`src/rtl/alu_share_arbiter.sv`:
```
`default_nettype none
// +------------------------------------------------------------------------+
// | Module   : alu_share_arbiter                                           |
// | Purpose  : round-robin share of one external ALU between two          |
// |            requesters with a registered valid/ready result slot.       |
// |            Define ALU_ARB_FIXED_PRIO_EN for fixed priority (req 0).    |
// | Revision : 1.0 - initial release                                       |
// +------------------------------------------------------------------------+
module alu_share_arbiter #(
  parameter int AWL  = 6,
  parameter int DWL  = 32,
  parameter int CNTW = 16
) (
  input  logic             CLK,
  input  logic             RST_N,
  input  logic [1:0]       ReqValid,
  output logic [1:0]       ReqReady,
  input  logic [DWL-1:0]   ReqIn1_0,
  input  logic [DWL-1:0]   ReqIn2_0,
  input  logic [DWL-1:0]   ReqIn1_1,
  input  logic [DWL-1:0]   ReqIn2_1,
  input  logic [AWL-2:0]   ReqShamt_0,
  input  logic [AWL-2:0]   ReqShamt_1,
  input  logic [AWL-3:0]   ReqSel_0,
  input  logic [AWL-3:0]   ReqSel_1,
  output logic [DWL-1:0]   ALUIn1,
  output logic [DWL-1:0]   ALUIn2,
  output logic [AWL-2:0]   ALUShamt,
  output logic [AWL-3:0]   ALUSel,
  input  logic [DWL-1:0]   ALUOut,
  input  logic             ALUZero,
  output logic [1:0]       RspValid,
  input  logic [1:0]       RspReady,
  output logic [DWL-1:0]   RspData,
  output logic             RspZero,
  output logic             RspErr,
  output logic [CNTW-1:0]  IssueCnt0,
  output logic [CNTW-1:0]  IssueCnt1
);

  localparam logic [AWL-3:0] c_sel_bad_a = (AWL-2)'(4'b1101);
  localparam logic [AWL-3:0] c_sel_bad_b = (AWL-2)'(4'b1110);

  logic [1:0]      r_rsp_valid;
  logic [DWL-1:0]  r_rsp_data;
  logic            r_rsp_zero;
  logic            r_rsp_err;
  logic            r_last_grant;
  logic [CNTW-1:0] r_cnt0;
  logic [CNTW-1:0] r_cnt1;

  logic [1:0]      w_grant;
  logic            w_slot_free;
  logic [1:0]      w_accept;
  logic            w_sel_bad;

  // Grant is forced off while reset is asserted so nothing is offered to requesters.
  always_comb begin
    w_grant = 2'b00;
    if (RST_N) begin
      case (ReqValid)
        2'b01:   w_grant = 2'b01;
        2'b10:   w_grant = 2'b10;
        2'b11: begin
`ifdef ALU_ARB_FIXED_PRIO_EN
          w_grant = 2'b01;
`else
          w_grant = r_last_grant ? 2'b01 : 2'b10;
`endif
        end
        default: w_grant = 2'b00;
      endcase
    end
  end

  assign w_slot_free = (r_rsp_valid == 2'b00) | (|(r_rsp_valid & RspReady));
  assign ReqReady    = w_grant & {2{w_slot_free}};
  assign w_accept    = ReqValid & ReqReady;

  always_comb begin
    ALUIn1   = '0;
    ALUIn2   = '0;
    ALUShamt = '0;
    ALUSel   = '0;
    if (w_grant[0]) begin
      ALUIn1   = ReqIn1_0;
      ALUIn2   = ReqIn2_0;
      ALUShamt = ReqShamt_0;
      ALUSel   = ReqSel_0;
    end else if (w_grant[1]) begin
      ALUIn1   = ReqIn1_1;
      ALUIn2   = ReqIn2_1;
      ALUShamt = ReqShamt_1;
      ALUSel   = ReqSel_1;
    end
  end

  assign w_sel_bad = (ALUSel == c_sel_bad_a) | (ALUSel == c_sel_bad_b);

  always_ff @(posedge CLK) begin
    if (!RST_N) begin
      r_rsp_valid  <= 2'b00;
      r_rsp_data   <= '0;
      r_rsp_zero   <= 1'b0;
      r_rsp_err    <= 1'b0;
      r_last_grant <= 1'b1;
      r_cnt0       <= '0;
      r_cnt1       <= '0;
    end else if (|w_accept) begin
      r_rsp_valid  <= w_accept;
      r_rsp_data   <= w_sel_bad ? '0 : ALUOut;
      r_rsp_zero   <= w_sel_bad ? 1'b1 : ALUZero;
      r_rsp_err    <= w_sel_bad;
      r_last_grant <= w_accept[1];
      if (w_accept[0]) r_cnt0 <= r_cnt0 + CNTW'(1);
      if (w_accept[1]) r_cnt1 <= r_cnt1 + CNTW'(1);
    end else if (|(r_rsp_valid & RspReady)) begin
      // Consumed with no replacement: data registers keep their last value.
      r_rsp_valid <= 2'b00;
    end
  end

  assign RspValid  = r_rsp_valid;
  assign RspData   = r_rsp_data;
  assign RspZero   = r_rsp_zero;
  assign RspErr    = r_rsp_err;
  assign IssueCnt0 = r_cnt0;
  assign IssueCnt1 = r_cnt1;

endmodule
`default_nettype wire

```
`config.mk`:
```
export PLATFORM = sky130hd
export DESIGN_NAME = alu_share_arbiter
export DESIGN_NICKNAME = d
export VERILOG_FILES = /design/src/rtl/alu_share_arbiter.sv
export SDC_FILE = /design/constraint.sdc
export NUM_CORES = 1
export LEC_CHECK = 0
export BUFFER_PORTS_ARGS = -buffer_cell sky130_fd_sc_hd__buf_2
export CORE_ASPECT_RATIO = 0.7
export CORE_MARGIN = 10
export CORE_UTILIZATION = 36
export CTS_BUF_LIST = sky130_fd_sc_hd__clkbuf_16
export DETAILED_ROUTE_END_ITERATION = 12
export GPL_ROUTABILITY_DRIVEN = 0
export PLACE_DENSITY = 0.78
export SYNTH_ARGS = -nofsm -noshare
export SYNTH_HDL_FRONTEND = slang
export SYNTH_SLANG_ARGS = --single-unit
```
`constraint.sdc`:
```
create_clock -name CLK -period 1.8 [get_ports CLK]
set_input_delay 0.18 -clock CLK [delete_from_list [all_inputs] [get_ports CLK]]
set_output_delay 0.18 -clock CLK [all_outputs]
set_load 0.01 [all_outputs]
```
==> impl_metrics.ini, run 1 <==
[clock_network]
numCtsBuffers = 9
path_clk_slew_ns = 0.06
clock_latency_ns = 0.33
h-tree-depth = 3
cts-root-buf = clkbuf_16
cts_sinks = 69
cts_hold_repair.buffers = 0
cts_buffer_depth = 2
cts_tree = done

[worst_setup_path]
crit_path_max_incr_delay_ns = 0.36
criticalPathCategory = flip-flop to output pin
crit_start = r_last_grant$_SDFFE_PN1P_
critPathArrivalTime_ns = 1.73
end_kind = output pin
worstPathCellList = and2_4, nor2_4, buf_6, clkbuf_16, a22o_1, buf_6
reg2reg_from = RspValid[0]$_SDFFE_PN0P_
critPathSlowestCell = dfxtp_4
r2r-end = IssueCnt0[8]$_SDFFE_PN0P_
crit_fanout = 8
regToRegSetupSlack_ns = -0.10
cp-start-kind = flip-flop
cp_common_cell = buf_6
worstPathRequired_ns = 1.62
ff2ff_path_depth = 5

[floorplanning]
rows = 32
coreArea_mm2 = 0.0110
start_util_pct = 36.9
die_y_um = 109
ios = 328
die_w_um = 147
die-area_mm2 = 0.0160

[placed_design]
hpwl_um = 18900
place.port_buffers = 327

[power_and_ir_drop]
seq_power_share_pct = 32.6
power.switching_mw = 2.00
clockPowerShare_pct = 29.9
p_sw_share_pct = 35.1
combPwrFrac_pct = 37.5
powerDensity_mw_per_mm2 = 789
p_int_mw = 3.69
p_leak_nw = 3.41
ir_drop_uv = 532

[final_layout]
final_nets = 1041
drive_gt1_share_pct = 51.5
area_delta_synth_final_pct = 77.2
final_util_pct = 65.4

[timing]
report.final.slew_viol_count = 0
hold_viol_final = 0
whs_ns = 0.0709
fin_crit_ns = 1.91
clock.fmax_mhz = 525
rsz0062_at_grt = yes
worst_slew_pin_slew_ns = 0.554
slew_headroom_pct = 63.1
period_share_pct = 106
fin_skew_ns = 0.00856
worst_slack_ns = -0.106
setup_viol = 78

[synth]
synth_edf_count = 0
synthFlopType = dfxtp_1
synth-seq-cells = 69
postSynthCellCount = 504
async_flop_share_pct = 0
syn_area_mm2 = 0.00407
yosysUniqueCellTypes = 41
postSynthAreaPerCell_um2 = 8.07
synth_fp_nets = 691
yosysWarnings = 0
seq_area_frac_synth_pct = 34.0

[detailed_routing]
routed_wl_um = 24500
drc = 0
ant_nets = 0
vias = 5821
drt_iter0_markers = 619
wl_per_cell_um = 24.1
routed_via_density = 5.72
first_pass_iters = 5

[outcome]
violations = setup timing
run_status = finished with violations

[global_routing]
overflow = 0
grt_pass1_vias = 5324
grt.busiest_layer = met2
gr-usage-met2_pct = 42.2
grt_pass1_wl_um = 33300
grt_use_total_pct = 26.7
antenna_found_initial = 3
grt_max_degree = 63
use_met3_pct = 9.52
met1_usage_pct = 34.3

[min_path]
hp-class = primary input to flip-flop
worstHoldPathCells = 2
whs_endpoint = RspZero$_SDFFE_PN0P_
hold_start = ALUZero

[run]
max_cap_violations = 0
Yosys cell counts (all sizes together), types with 5 or more instances:
cell type	number	area share [%]
a21oi	24	3.0
a22o	74	16
buf	7	1.1
clkbuf	43	4.0
dfxtp	69	34
inv	10	0.92
nand2	59	5.4
nand3	77	9.5
nand4	5	0.77
nor2	6	0.55
nor2b	5	0.77
o211ai	5	0.92
o21ai	8	0.98
o221ai	32	6.9
o31ai	18	3.3
or3	5	0.77
or4	17	3.1
critical path, delay by kind of cell, from the launching register on:
family / cells / cell delay, ns
buf+inv: 3 / 0.43
compound gates: 1 / 0.17
simple gates: 2 / 0.43
flops: 1 / 0.36
registers in the layout, indices dropped and copies added (netlist names):
| register | cells |
|---|---|
| RspErr | 1 |
| RspValid | 2 |
| IssueCnt1 | 16 |
| RspData | 32 |
| r_last_grant | 1 |
| RspZero | 1 |
| IssueCnt0 | 16 |
through the flow:
| stage | power, mW | cells | setup WS [ns] | instance area (um^2) | TNS (ns) |
|---|---|---|---|---|---|
| final | 5.69 | 1017 | -0.106 | 7210 | -3.86 |
| after global routing | 5.94 | 1013 | -0.160 | 7200 | -8.27 |
| after global placement | 3.63 | 968 | -0.00870 | 6040 | -0.0156 |
| after detailed placement | 3.64 | 968 | -0.0198 | 6040 | -0.0986 |
| after CTS | 5.51 | 1001 | -0.0729 | 6760 | -1.76 |
| after floorplan | 2.72 | 504 | -0.0673 | 4080 | -0.444 |
logic make-up after synthesis:
logic type | share of synthesized area [%]
buffers and inverters | 5.97
muxes | 0.738
xor gates and xnor gates | 0.431
AOI/OAI and AO/OA | 34.4
adders and majority gates | 0.615
and+or+nand+nor | 23.8
DFF | 34.0
cell type report:
cell class / instances / area, um^2
multi-input combinational: 375 / 2630
fill: 924 / 3800
timing repair buffer: 389 / 2650
sequential: 69 / 1390
inverter: 10 / 42.5
clock inverter: 7 / 60.1
antenna: 5 / 12.5
tap: 153 / 191
clock buffer: 9 / 225
layer usage:
layer  vias to the layer above  wire (um)
met5                         -         13
met4                         2        498
met3                        45       2880
met2                       373      11500
met1                      2704       9640
li1                       2697          -
timing repair:
item | 4_1_cts | 5_1_grt
setup buffers | 13 | 9
pin swaps | 10 | 29
gates resized for setup | 68 | 73
setup endpoints to repair | 65 | 106
gates cloned | 4 | 4
power by group through the flow:
stage	Sequential, mW	Clock [mW]	Combinational [mW]
floorplan	1.95	0	0.771
global placement	1.88	0	1.75
detailed placement	1.87	0	1.77
CTS	1.85	1.73	1.94
global route	1.88	1.80	2.26
finish	1.86	1.70	2.13
worst max path at each step:
stage	slack, ns	end
after floorplan	-0.07	IssueCnt0[10]$_SDFFE_PN0P_
after global placement	-0.009	IssueCnt0[8]$_SDFFE_PN0P_
after detailed placement	-0.02	IssueCnt0[14]$_SDFFE_PN0P_
after CTS	-0.07	ALUIn1[23]
after global routing	-0.16	ReqReady[1]
final	-0.11	ALUShamt[4]
cells in the final DEF (no fill, tap or decap), drive strengths merged, types with 6 or more instances in the layout:
master	count
buf	385
dfxtp	69
nand2	59
nor2	6
o31ai	18
clkbuf	13
a21oi	24
o21ai	8
a22o	74
nand3	77
inv	12
o221ai	32
or4	17
Note: power is estimated with default switching activity, not from simulation.
==> run 2, diff against run 1 <==
--- a/config.mk
+++ b/config.mk
@@ -13,6 +13,7 @@
 export DETAILED_ROUTE_END_ITERATION = 12
 export GPL_ROUTABILITY_DRIVEN = 0
 export PLACE_DENSITY = 0.78
+export SETUP_SLACK_MARGIN = 0.02
 export SYNTH_ARGS = -nofsm -noshare
 export SYNTH_HDL_FRONTEND = slang
 export SYNTH_SLANG_ARGS = --single-unit
==> run 2 against run 1 <==
The flow still finishes with violations (setup timing). Sequential power hardly changed. Highest routed layer unchanged. Maximum frequency shrank 3.5%. Clock power up 15%. Power is 6.3% higher. Core utilization grew 2.5 points. Sequential share of layout area is 0.71 points lower.
==> impl_metrics.ini, run 2 (synthesized netlist as in run 1, its figures left out) <==
[outcome]
run_status = finished with violations
violations = setup timing

[clock_network]
cts_hold_repair.buffers = 0
path_clk_slew_ns = 0.06
clock_latency_ns = 0.33
numCtsBuffers = 9
cts_tree = done
h-tree-depth = 3
cts_buffer_depth = 2
cts_sinks = 69
cts-root-buf = clkbuf_16

[floorplanning]
die_w_um = 147
coreArea_mm2 = 0.0110
rows = 32
start_util_pct = 36.9
die_y_um = 109
die-area_mm2 = 0.0160
ios = 328

[worst_setup_path]
critPathArrivalTime_ns = 1.80
criticalPathCategory = flip-flop to output pin
r2r-end = IssueCnt0[8]$_SDFFE_PN0P_
end_kind = output pin
reg2reg_from = RspValid[1]$_SDFFE_PN0P_
cp-start-kind = flip-flop
crit_fanout = 10
ff2ff_path_depth = 5
regToRegSetupSlack_ns = -0.14
worstPathRequired_ns = 1.62

[min_path]
whs_endpoint = RspZero$_SDFFE_PN0P_
hold_start = ALUZero
hp-class = primary input to flip-flop
worstHoldPathCells = 2

[global_routing]
grt_max_degree = 96
antenna_found_initial = 10
grt_use_total_pct = 29.5
grt_pass1_wl_um = 36200
grt_pass1_vias = 5642
overflow = 0

[timing]
clock.fmax_mhz = 506
worst_slack_ns = -0.176
report.final.slew_viol_count = 0
worst_slew_pin_slew_ns = 0.860
slew_headroom_pct = 42.7
whs_ns = 0.0733
rsz0062_at_grt = yes
period_share_pct = 110
setup_viol = 91
hold_viol_final = 0
fin_skew_ns = 0.0146
fin_crit_ns = 1.98

[power_and_ir_drop]
p_sw_share_pct = 33.8
p_int_mw = 4.00
power.switching_mw = 2.04
ir_drop_uv = 656
powerDensity_mw_per_mm2 = 808
combPwrFrac_pct = 36.9
seq_power_share_pct = 30.6
clockPowerShare_pct = 32.5
p_leak_nw = 3.57

[detailed_routing]
vias = 6139
drc = 0
routed_via_density = 5.90
wl_per_cell_um = 25.7
drt_iter0_markers = 706
ant_nets = 0
routed_wl_um = 26800
first_pass_iters = 5

[final_layout]
final_nets = 1058
largest_register_ffs = 32
drive_gt1_share_pct = 55.7
layout.cells.most_common = buf_2
area_delta_synth_final_pct = 83.9
stdcell_count = 1040
layout_common_cells = buf_2 (303), nand3_1 (76), dfxtp_1 (66)

[placed_design]
dp_cells = 972
hpwl_um = 20000
place.port_buffers = 327
dp_slack_ns = -0.317

[run]
max_cap_violations = 0
==> run 2: cell count changes in the layout (fill, tap and decap cells not counted), sizes merged <==
cell	before	now
bufinv	0	2
diode	5	11
clkbuf	13	12
clkinvlp	2	1
buf	385	400
a2111o	2	3
clkinv	3	2
nor2	6	8
==> run 2: worst max path at each step <==
| stage | startpoint | to | slack [ns] | depth (start not counted) |
|---|---|---|---|---|
| detailed placement | ReqValid[0] | ALUIn2[0] | -0.32 | 6 |
| global route | r_last_grant$_SDFFE_PN1P_ | ALUIn1[2] | -0.21 | 9 |
| floorplan | RspValid[1]$_SDFFE_PN0P_ | IssueCnt0[10]$_SDFFE_PN0P_ | -0.07 | 6 |
| CTS | r_last_grant$_SDFFE_PN1P_ | ALUIn1[17] | -0.15 | 9 |
| finish | r_last_grant$_SDFFE_PN1P_ | ALUIn1[24] | -0.18 | 9 |
| global placement | ReqValid[0] | ALUIn2[0] | -0.26 | 6 |
==> run 2: through the flow <==
| stage | TNS, ns | cell area [um^2] | utilization (%) | total power, mW |
|---|---|---|---|---|
| 2_1_floorplan | -0.376 | 4080 | - | 2.72 |
| 3_3_place_gp | -10.11 | 6070 | 55.1 | 3.66 |
| 3_5_place_dp | -12.53 | 6070 | 55.1 | 3.67 |
| 4_1_cts | -8.97 | 7050 | 64.0 | 5.90 |
| 5_1_grt | -14.27 | 7470 | 67.8 | 6.28 |
| 6_report | -10.20 | 7480 | 67.9 | 6.04 |
==> run 2: layout make-up <==
class                           count  area, um^2
Antenna cell                       11        27.5
Clock buffer                        9         225
Clock inverter                      7         105
Fill cell                         851        3530
Inverter                           10        45.0
Multi-Input combinational cell    378        2830
Sequential cell                    69        1390
Tap cell                          153         191
Timing Repair Buffer              403        2670
==> run 2: repair_timing <==
item,in CTS,in global routing
buffers inserted,17,11
endpoints found under the hold margin,0,0
gates resized for setup,77,65
gates cloned,11,3
pin swaps,30,21
endpoints found under the setup margin,87,130
==> run 2: power groups by stage <==
stage	clock network [mW]	registers, mW	logic [mW]
CTS	1.99	1.84	2.07
floorplan	0	1.95	0.771
global placement	0	1.86	1.80
finish	1.96	1.85	2.23
detailed placement	0	1.86	1.81
global route	2.05	1.87	2.35
==> run 2: critical path, cell delays in order (launching register included) <==
cell	delay (ns)
dfxtp_2	0.32
buf_6	0.12
nor2b_4	0.12
buf_6	0.11
nor2_4	0.05
buf_12	0.13
buf_12	0.12
buf_16	0.14
a22o_1	0.21
buf_6	0.13
==> run 2: per-layer routing <==
metal	vias up	track usage [%]	wire, um
met5	-	0	13
met4	2	11.9	964
met3	57	12.5	3270
met2	450	46.5	12600
met1	2893	35.2	9970
li1	2737	-	-
